### config.mk
export PLATFORM = sky130hd
export DESIGN_NAME = code_conv_sequencer
export DESIGN_NICKNAME = d
export VERILOG_FILES = /design/src/rtl/code_conv_sequencer_pkg.sv /design/src/rtl/code_conv_sequencer_digit_conv.sv /design/src/rtl/code_conv_sequencer.sv
export SDC_FILE = /design/constraint.sdc
export NUM_CORES = 1
export LEC_CHECK = 0
export BUFFER_PORTS_ARGS = -buffer_cell sky130_fd_sc_hd__buf_2
export CORE_MARGIN = 2
export CORE_UTILIZATION = 30
export DETAILED_ROUTE_END_ITERATION = 6
export PLACE_DENSITY_LB_ADDON = 0.05
export SYNTH_ARGS = -nofsm -noshare
export SYNTH_HDL_FRONTEND = slang
export SYNTH_SLANG_ARGS = --single-unit
### constraint.sdc
create_clock -name clk -period 3.15 [get_ports clk]
set_input_delay 0 -clock clk [delete_from_list [all_inputs] [get_ports clk]]
set_output_delay 0 -clock clk [all_outputs]
set_load 0.02 [all_outputs]
### src/rtl/code_conv_sequencer_pkg.sv
// Shared encodings for the multi-digit BCD code-conversion sequencer.
// Mode, state and error-nibble constants used by sequencer and digit converter.
package code_conv_sequencer_pkg;

    typedef enum logic [1:0] {
        MODE_EX3  = 2'b00,
        MODE_GRAY = 2'b01,
        MODE_2421 = 2'b10,
        MODE_RSVD = 2'b11
    } mode_e;

    typedef enum logic [1:0] {
        ST_IDLE = 2'b00,
        ST_CONV = 2'b01,
        ST_DONE = 2'b10
    } state_e;

    localparam logic [3:0] BAD_NIBBLE = 4'hF;

endpackage

### src/rtl/code_conv_sequencer_digit_conv.sv
// Combinational single-digit converter, time-shared by the sequencer.
// Invalid digits and the reserved mode both yield BAD_NIBBLE with err set.
module digit_conv
    import code_conv_sequencer_pkg::*;
(
    input  logic [3:0] digit,
    input  logic [1:0] mode,
    output logic [3:0] code,
    output logic       err
);

    always_comb begin
        code = BAD_NIBBLE;
        err  = 1'b1;
        if (digit <= 4'd9) begin
            err = 1'b0;
            case (mode)
                MODE_EX3:  code = digit + 4'd3;
                MODE_GRAY: code = digit ^ (digit >> 1);
                MODE_2421: code = (digit <= 4'd4) ? digit : digit + 4'd6;
                default: begin
                    code = BAD_NIBBLE;
                    err  = 1'b1;
                end
            endcase
        end
    end

endmodule

### src/rtl/code_conv_sequencer.sv
// Multi-digit BCD converter: accepts a word, streams digits LSB first
// through one digit_conv, and returns the reassembled word with error status.
module code_conv_sequencer
    import code_conv_sequencer_pkg::*;
#(
    parameter int NDIG = 4,
    parameter bit ABORT_ON_ERR = 1'b0,
    localparam int IW = (NDIG > 1) ? $clog2(NDIG) : 1,
    localparam int W = 4 * NDIG
) (
    input  logic          clk,
    input  logic          rst_n,
    input  logic          in_valid,
    output logic          in_ready,
    input  logic [W-1:0]  in_bcd,
    input  logic [1:0]    in_mode,
    output logic          out_valid,
    input  logic          out_ready,
    output logic [W-1:0]  out_code,
    output logic          out_err,
    output logic [IW-1:0] out_err_idx,
    output logic          busy
);

    state_e        state_q;
    state_e        state_d;
    logic [W-1:0]  bcd_q;
    logic [1:0]    mode_q;
    logic [W-1:0]  res_q;
    logic          err_q;
    logic [IW-1:0] eidx_q;
    logic [IW-1:0] idx_q;

    logic [3:0] dig;
    logic [3:0] dig_code;
    logic       dig_err;
    logic       accept;
    logic       last;

    assign dig    = bcd_q[{idx_q, 2'b00} +: 4];
    assign accept = in_valid && (state_q == ST_IDLE);
    assign last   = (idx_q == IW'(NDIG - 1));

    digit_conv u_conv (
        .digit (dig),
        .mode  (mode_q),
        .code  (dig_code),
        .err   (dig_err)
    );

    always_comb begin
        state_d = state_q;
        case (state_q)
            ST_IDLE: begin
                if (accept)
                    state_d = (in_mode == MODE_RSVD) ? ST_DONE : ST_CONV;
            end
            ST_CONV: begin
                if (last || (ABORT_ON_ERR && dig_err))
                    state_d = ST_DONE;
            end
            ST_DONE: begin
                if (out_ready)
                    state_d = ST_IDLE;
            end
            default: state_d = ST_IDLE;
        endcase
    end

    always_ff @(posedge clk) begin
        if (!rst_n)
            state_q <= ST_IDLE;
        else
            state_q <= state_d;
    end

    // Result and error registers double as the output holding registers.
    always_ff @(posedge clk) begin
        if (!rst_n) begin
            bcd_q  <= '0;
            mode_q <= '0;
            res_q  <= '0;
            err_q  <= 1'b0;
            eidx_q <= '0;
            idx_q  <= '0;
        end else begin
            case (state_q)
                ST_IDLE: begin
                    if (accept) begin
                        bcd_q  <= in_bcd;
                        mode_q <= in_mode;
                        res_q  <= '0;
                        err_q  <= (in_mode == MODE_RSVD);
                        eidx_q <= '0;
                        idx_q  <= '0;
                    end
                end
                ST_CONV: begin
                    res_q[{idx_q, 2'b00} +: 4] <= dig_code;
                    if (dig_err) begin
                        err_q <= 1'b1;
                        if (!err_q)
                            eidx_q <= idx_q;
                    end
                    if (!last)
                        idx_q <= idx_q + 1'b1;
                end
                default: ;
            endcase
        end
    end

    assign in_ready    = (state_q == ST_IDLE);
    assign out_valid   = (state_q == ST_DONE);
    assign busy        = (state_q == ST_CONV) || (state_q == ST_DONE);
    assign out_code    = res_q;
    assign out_err     = err_q;
    assign out_err_idx = eidx_q;

endmodule
==> flow_summary.toml <==
[global_route]
grt_use_total_pct = 15.13
antenna_found_initial = 0
overflow = 0
grt_pass1_wl_um = 9252
grt_max_degree = 29
grt_pass1_vias = 1895

[sta]
finalSetupTns_ps = 0
hold_violations = 0
finalMaxSlewViolations = 0
rsz0062_at_grt = "no"
min_period_ps = 2724
tightest_slew_ps = 706.2
finalClockSkew_ps = 4.171
slew_headroom_pct = 52.92
setup_viol = 0
max_clock_freq_mhz = 367.2
period_share_pct = 86.46
whs_ps = 11.61

[synth]
synthAdderAreaFrac_pct = 8.787
synth_cell_type_count = 45
synth_xor_area_share_pct = 0.8202
synth_warnings = 0
synth_edf_count = 0
postSynthAreaPerCell_sq_um = 8.376
synth_top_family_by_area = "compound AO/OA/AOI/OAI gates"
yosysSeqAreaShare_pct = 38.43
synthArstFlopShare_pct = 0
ys_seq_elements = 41
synthSimpleGateAreaFrac_pct = 18.80
synth_ff_type = "dfxtp_1"
synth.area.mux_share_pct = 5.155
syn_inst = 255
synth_compound_area_share_pct = 22.79
syn-num-nets = 292
netlist_area_sq_um = 2136

[critical_path]
rrSetupSlack_ps = 430
crit_fanout = 8
worst_ep_arrival_time_ps = 2900
path_buf_inv = 0
critical_path_class = "reg -> reg"
rr_startpoint = "idx_q[0]$_SDFFE_PN0P_"
r2r-end = "out_code[6]$_SDFFE_PN0P_"
crit_required_ps = 3320
critPathSlowestCell = "mux4_2"
r2r_cells = 7
end_kind = "flop"
crit_path_start_kind = "flop"
max_stage_delay_ps = 620
cpLargestDelayFamily = "compound AO/OA/AOI/OAI gates"
crit_chain = "mux4_2, ha_1, a2111oi_0, a221o_1, mux2i_1, a221oi_2, o21ai_1"

[die]
initial_core_util_pct = 31.26
std_cell_rows = 30
num_io_pins = 44
coreArea_sq_um = 6832
die_height_um = 88.38
die_area_sq_um = 7810
die_width_um = 88.38

[clocking]
clkSinkCount = 41
clk_pin_slew_worst_paths_ps = 90
cts_buffers = 5
clock_latency_ps = 290
cts_tree = "yes"
h-tree-depth = 2
ctsLongestPathBuffers = 2
postCtsSetupBuffers = 0
root_buffer = "clkbuf_8"

[min_path]
hp-start = "rst_n"
holdPathEnd = "out_code[2]$_SDFFE_PN0P_"
holdCritPathClass = "in -> reg"
hold_depth = 3

[final_layout]
nFillCells = 746
layout-drive-gt1-share_pct = 21.45
fin_nets = 353
area_growth_pct = 27.30
n_antenna_cell = 0

[route]
drc = 0
firstDrtPassIters = 4
drt-initial-drc-count = 89
num_vias = 1911
vias_per_cell = 4.627
drt-total-wl_um = 5535
drtAntennaViolNets = 0
wl_per_cell_um = 13.40

[placed_design]
gp_congestion = 0.8062
dp_hpwl_um = 4035
io_buffers = 43

[power]
ir_worst_vdd_v = 0.0002317
power_density_nw_per_um2 = 510.5
leakage_nw = 1.144

[outcome]
status = "finished, final reports clean"

[flow_run]
maxCapViolations = 0
==> layer usage <==
metal  vias to the layer above  wire length (um)  global-route usage, %
li1                       1009                 -                      -
met1                       860              2993                  22.58
met2                        36              2269                  22.01
met3                         6               215                  3.358
met4                         0                57                  3.857
met5                         -                 0                      0
==> worst min-delay path, stage by stage <==
cell and delay [ps]:
buf_2 150, nand2_1 70, o21ai_1 50
==> through the flow <==
stage	util, %	instances	worst slack, ps	total power, mW	area [sq um]
5_1_grt	39.80	413	118.3	1.483	2719
3_3_place_gp	35.86	387	363.5	1.034	2450
3_5_place_dp	35.86	387	290.4	1.030	2450
4_1_cts	39.78	413	249.0	1.403	2718
6_report	39.80	413	426.4	1.388	2719
2_1_floorplan	-	255	525.3	0.9120	2136
==> synth_stat cells (2+ instances only) <==
cell type  count  area share [%]
mux2i_1        2            0.94
inv_2          2            0.35
nor4_1         2            0.59
nor2b_1        4             1.2
a32o_1         2            0.94
a21oi_1       30             7.0
dfxtp_1       41              38
and2_1         2            0.59
clkbuf_1       6             1.1
o21ai_0        2            0.47
o21ai_1       10             2.3
ha_1          15             8.8
nor2_1         9             1.6
inv_1         14             2.5
mux4_2         4             4.2
nand2_1       58              10
nand3_1        9             2.1
a21o_1         5             1.8
a22oi_1        3             1.1
and3_1         2            0.59
buf_1          2            0.35
xnor2_1        2            0.82
buf_2          2            0.47
a22o_1         6             2.5
==> power by group <==
part           switching, mW  internal, mW  leakage (nW)  total (mW)
sequential            0.0316         0.556         0.334       0.587
combinational          0.271         0.173         0.773       0.444
clock                  0.200         0.157        0.0374       0.357
==> timing repair <==
| action | CTS | global route |
|---|---|---|
| hold buffers | 18 | 0 |
| resized for setup | 0 | 1 |
| hold endpoints to repair | 18 | 0 |
| endpoints found under the setup margin | 0 | 3 |
==> how the worst max path moves through the flow <==
stage	from	endpoint	slack, ps	cells past startpoint
after floorplan	idx_q[0]$_SDFFE_PN0P_	out_code[3]$_SDFFE_PN0P_	530	11
after global placement	idx_q[0]$_SDFFE_PN0P_	out_code[2]$_SDFFE_PN0P_	360	7
after detailed placement	idx_q[0]$_SDFFE_PN0P_	out_code[6]$_SDFFE_PN0P_	290	7
after CTS	idx_q[0]$_SDFFE_PN0P_	out_code[6]$_SDFFE_PN0P_	250	7
after global routing	idx_q[0]$_SDFFE_PN0P_	out_code[10]$_SDFFE_PN0P_	120	7
final	idx_q[0]$_SDFFE_PN0P_	out_code[6]$_SDFFE_PN0P_	430	7
==> kinds of logic after synthesis <==
| kind of cell | Yosys count |
|---|---|
| compound gates | 72 |
| flops | 41 |
| xor+xnor | 2 |
| mux | 6 |
| fa+ha+maj | 15 |
| simple gates | 92 |
| buf+inv | 27 |
==> area by class of cell <==
type	count	area [sq um]	share of cell area (%)
clock buffers	6	72.57	2.669
clock inverters	2	15.01	0.5522
inverters	16	60.06	2.209
multi-input cells	187	1204	44.27
flip-flops and latches	41	822.0	30.23
well taps	96	120.1	4.418
repair buffers	65	425.4	15.65
==> placed cells by master, fill, tap and decap left out, types with 2 or more instances in the layout <==
cell type / instances
and2_1: 2
a32o_1: 2
inv_2: 2
a22oi_1: 3
nand3_1: 9
buf_4: 4
a21oi_1: 30
nor2b_1: 4
nand2_1: 58
xnor2_1: 2
inv_1: 14
clkinvlp_4: 2
o21ai_0: 2
and3_1: 2
mux4_2: 4
dfxtp_1: 40
nor4_1: 2
mux2i_1: 2
o21ai_1: 10
buf_2: 43
a22o_1: 6
ha_1: 15
nor2_1: 9
dlygate4sd3_1: 18
a21o_1: 5
clkbuf_8: 5
==> flip-flops by register name, summed over array words and instances, names as in the netlist <==
name / cells
out_code: 16
state_q: 2
out_err_idx: 2
bcd_q: 16
mode_q: 2
idx_q: 2
out_err: 1
No activity file was read; power rests on OpenSTA's default activity.
